$ cat config.mk
export PLATFORM = sky130hd
export DESIGN_NAME = image_fetch_flat
export DESIGN_NICKNAME = d
export VERILOG_FILES = /design/src/rtl/image_fetch_pkg.sv /design/src/rtl/image_fetch_if.sv /design/src/rtl/image_fetch_axis_counter.sv /design/src/rtl/image_fetch.sv /design/src/flat_wrapper.sv
export SDC_FILE = /design/constraint.sdc
export NUM_CORES = 1
export LEC_CHECK = 0
export ABC_AREA = 0
export BUFFER_PORTS_ARGS = -buffer_cell sky130_fd_sc_hd__buf_2
export CORE_ASPECT_RATIO = 1.4
export CORE_MARGIN = 2
export CORE_UTILIZATION = 50
export DETAILED_ROUTE_END_ITERATION = 8
export PLACE_DENSITY_LB_ADDON = 0.2
export SLEW_MARGIN = 30
export SYNTH_ARGS = -nofsm -noshare
export SYNTH_HDL_FRONTEND = slang
export SYNTH_SLANG_ARGS = --single-unit
$ cat constraint.sdc
create_clock -name i_clk -period 2.3 [get_ports i_clk]
set_clock_uncertainty 0.15 [all_clocks]
set_input_delay 0.115 -clock i_clk [delete_from_list [all_inputs] [get_ports i_clk]]
set_output_delay 0.115 -clock i_clk [all_outputs]
set_load 0.01 [all_outputs]
$ cat src/rtl/image_fetch_pkg.sv
// Shared types and constants for the image_fetch scan-out stage.
// Optional feature macro: IMG_FETCH_MIRROR_EN (horizontal mirror).
package img_fetch_pkg;

  typedef enum logic [1:0] {
    S_IDLE,
    S_LINE,
    S_ACTIVE
  } state_t;

  localparam int IMG_W_DEF  = 160;
  localparam int IMG_H_DEF  = 120;
  localparam int IMG_PIXELS = IMG_W_DEF * IMG_H_DEF;
  localparam int FETCH_LAT  = 3;

endpackage

$ cat src/rtl/image_fetch_if.sv
// Frame SRAM read bus between image_fetch (master) and the SRAM (slave).
// Optional feature macro: IMG_FETCH_MIRROR_EN (not used here).
interface image_fetch_if #(
  parameter int ADDR_WIDTH = 17,
  parameter int DATA_WIDTH = 12
);
  logic [ADDR_WIDTH-1:0] o_addr;
  logic                  o_write;
  logic [DATA_WIDTH-1:0] i_sram_data;

  modport master (
    output o_addr,
    output o_write,
    input  i_sram_data
  );

  modport slave (
    input  o_addr,
    input  o_write,
    output i_sram_data
  );
endinterface

$ cat src/rtl/image_fetch_axis_counter.sv
// Replication sub-counter plus saturating index for one scan axis.
// Optional feature macro: IMG_FETCH_MIRROR_EN (not used here).
module fetch_axis_counter #(
  parameter int SUB_SHIFT = 2,
  parameter int IDX_W     = 8,
  parameter int IDX_MAX   = 160
) (
  input  logic             clk,
  input  logic             rst_n,
  input  logic             clr,
  input  logic             step,
  output logic             sub_wrap,
  output logic [IDX_W-1:0] idx,
  output logic             at_end
);

  localparam int SW = (SUB_SHIFT > 0) ? SUB_SHIFT : 1;
  localparam logic [SW-1:0] SUB_MAX = SW'((1 << SUB_SHIFT) - 1);
  localparam logic [IDX_W-1:0] IDX_LAST = IDX_W'(IDX_MAX);

  logic [SW-1:0]    sub_q, sub_d;
  logic [IDX_W-1:0] idx_q, idx_d;

  assign at_end   = (idx_q == IDX_LAST);
  assign sub_wrap = step && (sub_q == SUB_MAX);
  assign idx      = idx_q;

  always_comb begin
    sub_d = sub_q;
    idx_d = idx_q;
    if (clr) begin
      sub_d = '0;
      idx_d = '0;
    end else if (step) begin
      if (sub_wrap) begin
        sub_d = '0;
        if (!at_end) idx_d = idx_q + 1'b1;
      end else begin
        sub_d = sub_q + 1'b1;
      end
    end
  end

  always_ff @(posedge clk) begin
    if (!rst_n) begin
      sub_q <= '0;
      idx_q <= '0;
    end else begin
      sub_q <= sub_d;
      idx_q <= idx_d;
    end
  end

endmodule

$ cat src/rtl/image_fetch.sv
// VGA scan-out fetch: timing -> SRAM addresses -> aligned pixel stream.
// Optional feature macro: IMG_FETCH_MIRROR_EN (horizontal mirror).
module image_fetch
  import img_fetch_pkg::*;
#(
  parameter int ADDR_WIDTH  = 17,
  parameter int DATA_WIDTH  = 12,
  parameter int IMG_W       = IMG_W_DEF,
  parameter int IMG_H       = IMG_H_DEF,
  parameter int NUM_IMAGES  = 4,
  parameter int SEL_WIDTH   = 2,
  parameter int SCALE_SHIFT = 2,
  parameter logic [DATA_WIDTH-1:0] BORDER_COLOR = 12'h000
) (
  input  logic                  i_clk,
  input  logic                  i_rst_n,
  input  logic                  i_frame_start,
  input  logic                  i_active,
  input  logic [SEL_WIDTH-1:0]  i_img_sel,
  input  logic                  i_mirror,
  image_fetch_if.master         sram,
  output logic [DATA_WIDTH-1:0] o_pixel,
  output logic                  o_pixel_valid
);

  localparam int AW  = ADDR_WIDTH;
  localparam int PIX = IMG_W * IMG_H;
  localparam int IW  = $clog2(IMG_W + 1);
  localparam int HW  = $clog2(IMG_H + 1);
  localparam int PL  = FETCH_LAT - 1;
  localparam logic [SEL_WIDTH:0] NUM_IMG = (SEL_WIDTH + 1)'(NUM_IMAGES);

  state_t                state_q;
  logic [SEL_WIDTH-1:0]  sel_q;
  logic [AW-1:0]         base_q, base_new;
  logic [AW-1:0]         addr_q, addr_d;
  logic [PL-1:0]         vld_q, brd_q;
  logic [DATA_WIDTH-1:0] pix_q, pix_d;
  logic                  pvld_q;

  logic          live, line_end, border;
  logic          sel_bad, sel_in_bad;
  logic          col_end, row_end, v_wrap;
  logic [IW-1:0] col, col_a;
  logic          col_wrap_unused;
  logic [HW-1:0] row_idx_unused;

  assign live     = i_active && !i_frame_start
                  && (state_q != S_IDLE);
  assign line_end = (state_q == S_ACTIVE) && !i_active
                  && !i_frame_start;

  fetch_axis_counter #(
    .SUB_SHIFT (SCALE_SHIFT),
    .IDX_W     (IW),
    .IDX_MAX   (IMG_W)
  ) u_h (
    .clk      (i_clk),
    .rst_n    (i_rst_n),
    .clr      (!live),
    .step     (live),
    .sub_wrap (col_wrap_unused),
    .idx      (col),
    .at_end   (col_end)
  );

  fetch_axis_counter #(
    .SUB_SHIFT (SCALE_SHIFT),
    .IDX_W     (HW),
    .IDX_MAX   (IMG_H)
  ) u_v (
    .clk      (i_clk),
    .rst_n    (i_rst_n),
    .clr      (i_frame_start),
    .step     (line_end),
    .sub_wrap (v_wrap),
    .idx      (row_idx_unused),
    .at_end   (row_end)
  );

  assign sel_bad    = {1'b0, sel_q} >= NUM_IMG;
  assign sel_in_bad = {1'b0, i_img_sel} >= NUM_IMG;
  assign base_new   = sel_in_bad ? '0
                    : AW'(i_img_sel) * AW'(PIX);
  assign border     = col_end || row_end || sel_bad;

`ifdef IMG_FETCH_MIRROR_EN
  logic mir_q;
  assign col_a = mir_q ? (IW'(IMG_W - 1) - col) : col;
`else
  logic mirror_unused;
  assign mirror_unused = i_mirror;
  assign col_a = col;
`endif

  // Border pixels keep the last fetched address on the bus.
  always_comb begin
    addr_d = addr_q;
    if (sel_bad) addr_d = '0;
    else if (live && !border) addr_d = base_q + AW'(col_a);
  end

  always_comb begin
    pix_d = '0;
    if (vld_q[PL-1])
      pix_d = brd_q[PL-1] ? BORDER_COLOR : sram.i_sram_data;
  end

  always_ff @(posedge i_clk) begin
    if (!i_rst_n) begin
      state_q <= S_IDLE;
      sel_q   <= '0;
      base_q  <= '0;
      addr_q  <= '0;
      vld_q   <= '0;
      brd_q   <= '0;
      pix_q   <= '0;
      pvld_q  <= 1'b0;
`ifdef IMG_FETCH_MIRROR_EN
      mir_q   <= 1'b0;
`endif
    end else begin
      if (i_frame_start) begin
        state_q <= S_LINE;
        sel_q   <= i_img_sel;
        base_q  <= base_new;
`ifdef IMG_FETCH_MIRROR_EN
        mir_q   <= i_mirror;
`endif
      end else begin
        unique case (state_q)
          S_IDLE:   state_q <= S_IDLE;
          S_LINE:   if (i_active) state_q <= S_ACTIVE;
          S_ACTIVE: if (!i_active) state_q <= S_LINE;
          default:  state_q <= S_IDLE;
        endcase
        if (v_wrap && !row_end)
          base_q <= base_q + AW'(IMG_W);
      end
      addr_q <= addr_d;
      vld_q  <= {vld_q[PL-2:0], live};
      brd_q  <= {brd_q[PL-2:0], border};
      pix_q  <= pix_d;
      pvld_q <= vld_q[PL-1];
    end
  end

  assign sram.o_addr    = addr_q;
  assign sram.o_write   = 1'b0;
  assign o_pixel        = pix_q;
  assign o_pixel_valid  = pvld_q;

endmodule

$ cat src/flat_wrapper.sv
// flat-port wrapper written by rule: the top's interface ports become plain ports
module image_fetch_flat import img_fetch_pkg::*;
#(
  parameter int ADDR_WIDTH  = 17,
  parameter int DATA_WIDTH  = 12,
  parameter int IMG_W       = IMG_W_DEF,
  parameter int IMG_H       = IMG_H_DEF,
  parameter int NUM_IMAGES  = 4,
  parameter int SEL_WIDTH   = 2,
  parameter int SCALE_SHIFT = 2,
  parameter logic [DATA_WIDTH-1:0] BORDER_COLOR = 12'h000
)
  (i_clk, i_rst_n, i_frame_start, i_active, i_img_sel, i_mirror, o_pixel, o_pixel_valid, sram_o_addr, sram_o_write, sram_i_sram_data);
  image_fetch_if #(.ADDR_WIDTH(ADDR_WIDTH), .DATA_WIDTH(DATA_WIDTH)) sram_i ();
  input  logic i_clk;
  input  logic i_rst_n;
  input  logic i_frame_start;
  input  logic i_active;
  input  logic [SEL_WIDTH-1:0] i_img_sel;
  input  logic i_mirror;
  output logic [DATA_WIDTH-1:0] o_pixel;
  output logic o_pixel_valid;
  output wire logic [$bits(sram_i.o_addr)-1:0] sram_o_addr;
  output wire logic [$bits(sram_i.o_write)-1:0] sram_o_write;
  input wire logic [$bits(sram_i.i_sram_data)-1:0] sram_i_sram_data;
  assign sram_o_addr = sram_i.o_addr;
  assign sram_o_write = sram_i.o_write;
  assign sram_i.i_sram_data = sram_i_sram_data;
  image_fetch #(.ADDR_WIDTH(ADDR_WIDTH), .DATA_WIDTH(DATA_WIDTH), .IMG_W(IMG_W), .IMG_H(IMG_H), .NUM_IMAGES(NUM_IMAGES), .SEL_WIDTH(SEL_WIDTH), .SCALE_SHIFT(SCALE_SHIFT), .BORDER_COLOR(BORDER_COLOR)) u_core (.i_clk(i_clk), .i_rst_n(i_rst_n), .i_frame_start(i_frame_start), .i_active(i_active), .i_img_sel(i_img_sel), .i_mirror(i_mirror), .sram(sram_i), .o_pixel(o_pixel), .o_pixel_valid(o_pixel_valid));
endmodule
==> impl_metrics.ini <==
[status]
status = completed

[sta]
setup_viol_count_final = 0
relSlewSlack = 0.563
fmax_mhz = 476
final.min_clock_period_ns = 2.10
hold_viol_final = 0
worstMarginPinSlew_ns = 0.652
rsz0062_at_grt = false
fin_tns_setup_ns = 0
setup_ws_ns = 0.197
drv_slew = 0
min_period_over_period = 0.914

[placed_design]
place.gp.congestion = 0.838
place_inst = 441
portBuffers = 47
place_hpwl_um = 4690
pre_cts_ws_ns = 0.175

[logic_synthesis]
syn_area_per_cell_um2 = 9.21
synthCells = 332
synth-seq-cells = 67
syn_area_um2 = 3060
yosys.area.top_type = dfxtp_1
synth_warnings = 0
async_flop_share = 0
yosys-top-cells-area = dfxtp_1 (44%), ha_1 (5.3%), and2_1 (3.5%), a21oi_1 (3.4%), xor2_1 (3.2%)
ys_types = 49
synth.most_common_cell = dfxtp_1
synthFlopType = dfxtp_1
yosys-top-cells-count = dfxtp_1 (67), a21oi_1 (21), clkbuf_1 (18), nor2_1 (18), and2_1 (17)
synthDominantCellAreaShare = 0.439
syn_nets = 365
yosysSeqAreaShare = 0.439
synth_edf_count = 0

[power]
peakVddDrop_v = 0.000382
switching_share = 0.230
combPwrFrac = 0.054
p_leak_nw = 1.52
power.switching_w = 0.000537
power_frac_seq = 0.511
power_frac_clock = 0.435
p_per_area_nw_per_um2 = 619
p_int_w = 0.00180

[setup_path]
required_ns = 2.40
endpoint_kind = flop
critical_path_class = flop to flop
path_cells = ha_1 -> inv_1 -> fa_1 -> nor2b_1 -> o211ai_1 -> xor2_1 -> a211oi_1
crit_path_start_kind = flop
cp_max_fo = 4
slowest_delay_ns = 0.46
cp_top_family = adder cells
path_buf_inv = 1
slowest_stage = fa_1
critical_path_arrival_ns = 2.20

[layout]
drive_gt1_frac = 0.210
fill_cells = 520
n_antenna_cell = 0
nNetsFinal = 433
post-route-util = 0.640
layoutNonFillerInstCount = 475
area_growth_pct = 23.7

[clock_tree]
cts_sinks = 67
clock-root-buffer = clkbuf_8
clk_latency_ns = 0.34
clk_pin_slew_ns = 0.07
cts_tree = yes
numCtsBuffers = 9
clk_path_buf_depth = 2
cts_max_level = 3

[grt]
grt_max_degree = 26
grt_pass1_wl_um = 11500
grt_usage = 0.215
first_global_vias = 2508
overflow = 0
antenna_found_initial = 0

[floorplanning]
die_h_um = 96.5
die-width_um = 70.1
core_area_um2 = 5900
ios = 50
die_area_um2 = 6760
start_util = 0.518
num_rows = 33

[worst_hold_path]
hold_path_class = primary input to flop

[detailed_routing]
ant_nets = 0
drc = 0
wire_per_inst_um = 14.3
routed_wl_um = 6800
dr.pass1.iters = 4
vias_per_cell = 5.61
drtIter0Drc = 139
num_vias = 2663

[run]
cap_violations = 0
routing by layer:
metal / wire length [um] / global-route usage / vias up / part of all wire
li1: - / - / 1347 / -
met3: 277 / 0.0488 / 8 / 0.041
met4: 136 / 0.103 / 0 / 0.020
met2: 3560 / 0.385 / 59 / 0.52
met5: 0 / 0 / - / 0
met1: 2820 / 0.243 / 1249 / 0.41
path summary, 6_finish.rpt:
kind                  startpoint                     end  slack, ns  cells after the start
max             u_core.base_q[5]  u_core.sram.o_addr[13]       0.20                      7
min reg2reg  u_core.u_h.sub_q[0]     u_core.u_h.sub_q[0]       0.28                      1
min                i_frame_start       u_core.base_q[13]       0.02                      3
max reg2reg     u_core.base_q[5]  u_core.sram.o_addr[13]       0.20                      7
area by class of cell:
type / count / area, um2 / area share
clock buffers: 11 / 151 / 0.0401
multi-input cells: 227 / 1570 / 0.415
flip-flops and latches: 67 / 1340 / 0.355
clock inverters: 5 / 60.1 / 0.0159
well taps: 70 / 87.6 / 0.0232
inverters: 17 / 63.8 / 0.0169
repair buffers: 78 / 508 / 0.134
per-stage QoR:
| step | total power [W] | hold WS [ns] | instance area [um2] |
|---|---|---|---|
| global route | 0.00242 | 0.0459 | 3780 |
| floorplan | 0.00128 | 0.0867 | 3060 |
| detailed placement | 0.00133 | 0.168 | 3390 |
| CTS | 0.00236 | 0.00826 | 3760 |
| global placement | 0.00132 | 0.165 | 3390 |
| finish | 0.00234 | 0.0203 | 3780 |
worst register-to-register path, stage by stage, from the launching register on:
cell and delay (ns):
dfxtp_1 0.39, ha_1 0.19, inv_1 0.06, fa_1 0.46, nor2b_1 0.25, o211ai_1 0.13, xor2_1 0.16, a211oi_1 0.22
what timing repair did:
| item | in CTS | in global routing |
|---|---|---|
| hold endpoints to repair | 22 | 0 |
| buffers inserted | 0 | 2 |
| gates resized for setup | 0 | 0 |
| endpoints found under the setup margin | 0 | 1 |
| hold buffers | 16 | 0 |
sequential cells by signal, summed over array words and instances, names as in the netlist:
| name | flops |
|---|---|
| u_core.brd_q | 2 |
| u_core.vld_q | 2 |
| u_core.u_h.idx | 8 |
| u_core.o_pixel_valid | 1 |
| u_core.sram.o_addr | 17 |
| u_core.u_v.sub_q | 2 |
| u_core.u_h.sub_q | 2 |
| u_core.u_v.idx | 7 |
| u_core.state_q | 2 |
| u_core.o_pixel | 12 |
| u_core.base_q | 12 |
placed cells by master (no fill, tap or decap), types with 2 or more instances in the layout:
master / n
o211a_1: 2
o31a_1: 3
a211oi_1: 9
nand2_1: 14
nand3_1: 7
o2111ai_1: 3
nor3_2: 2
or4_1: 8
o211ai_1: 3
o311ai_1: 4
ha_1: 13
xor2_1: 11
nor4_1: 3
dlygate4sd3_1: 16
nand4_1: 12
a31oi_1: 14
nor3_1: 6
a21oi_1: 21
xnor2_1: 6
o21ai_0: 9
nor2_1: 18
mux2i_1: 2
inv_1: 16
and4_1: 2
and2_1: 17
buf_4: 15
o31ai_1: 10
and3_1: 3
or3_1: 8
dfxtp_1: 67
clkbuf_8: 11
buf_2: 47
nor2b_1: 2
power by group through the flow:
stage / logic [W] / clock network [W] / registers [W]
2_1_floorplan: 0.0000663 / 0 / 0.00122
3_3_place_gp: 0.000103 / 0 / 0.00122
3_5_place_dp: 0.000105 / 0 / 0.00122
4_1_cts: 0.000126 / 0.00104 / 0.00119
5_1_grt: 0.000140 / 0.00109 / 0.00120
6_report: 0.000126 / 0.00102 / 0.00119
cells by family after synthesis:
| family | synth area share |
|---|---|
| other | 0.00123 |
| adders and majority gates | 0.0598 |
| DFF | 0.439 |
| muxes | 0.00655 |
| xor gates and xnor gates | 0.0487 |
| AOI/OAI and AO/OA | 0.189 |
| buffers and inverters | 0.0483 |
| and+or+nand+nor | 0.208 |
Power figures use the tool's default switching activity.
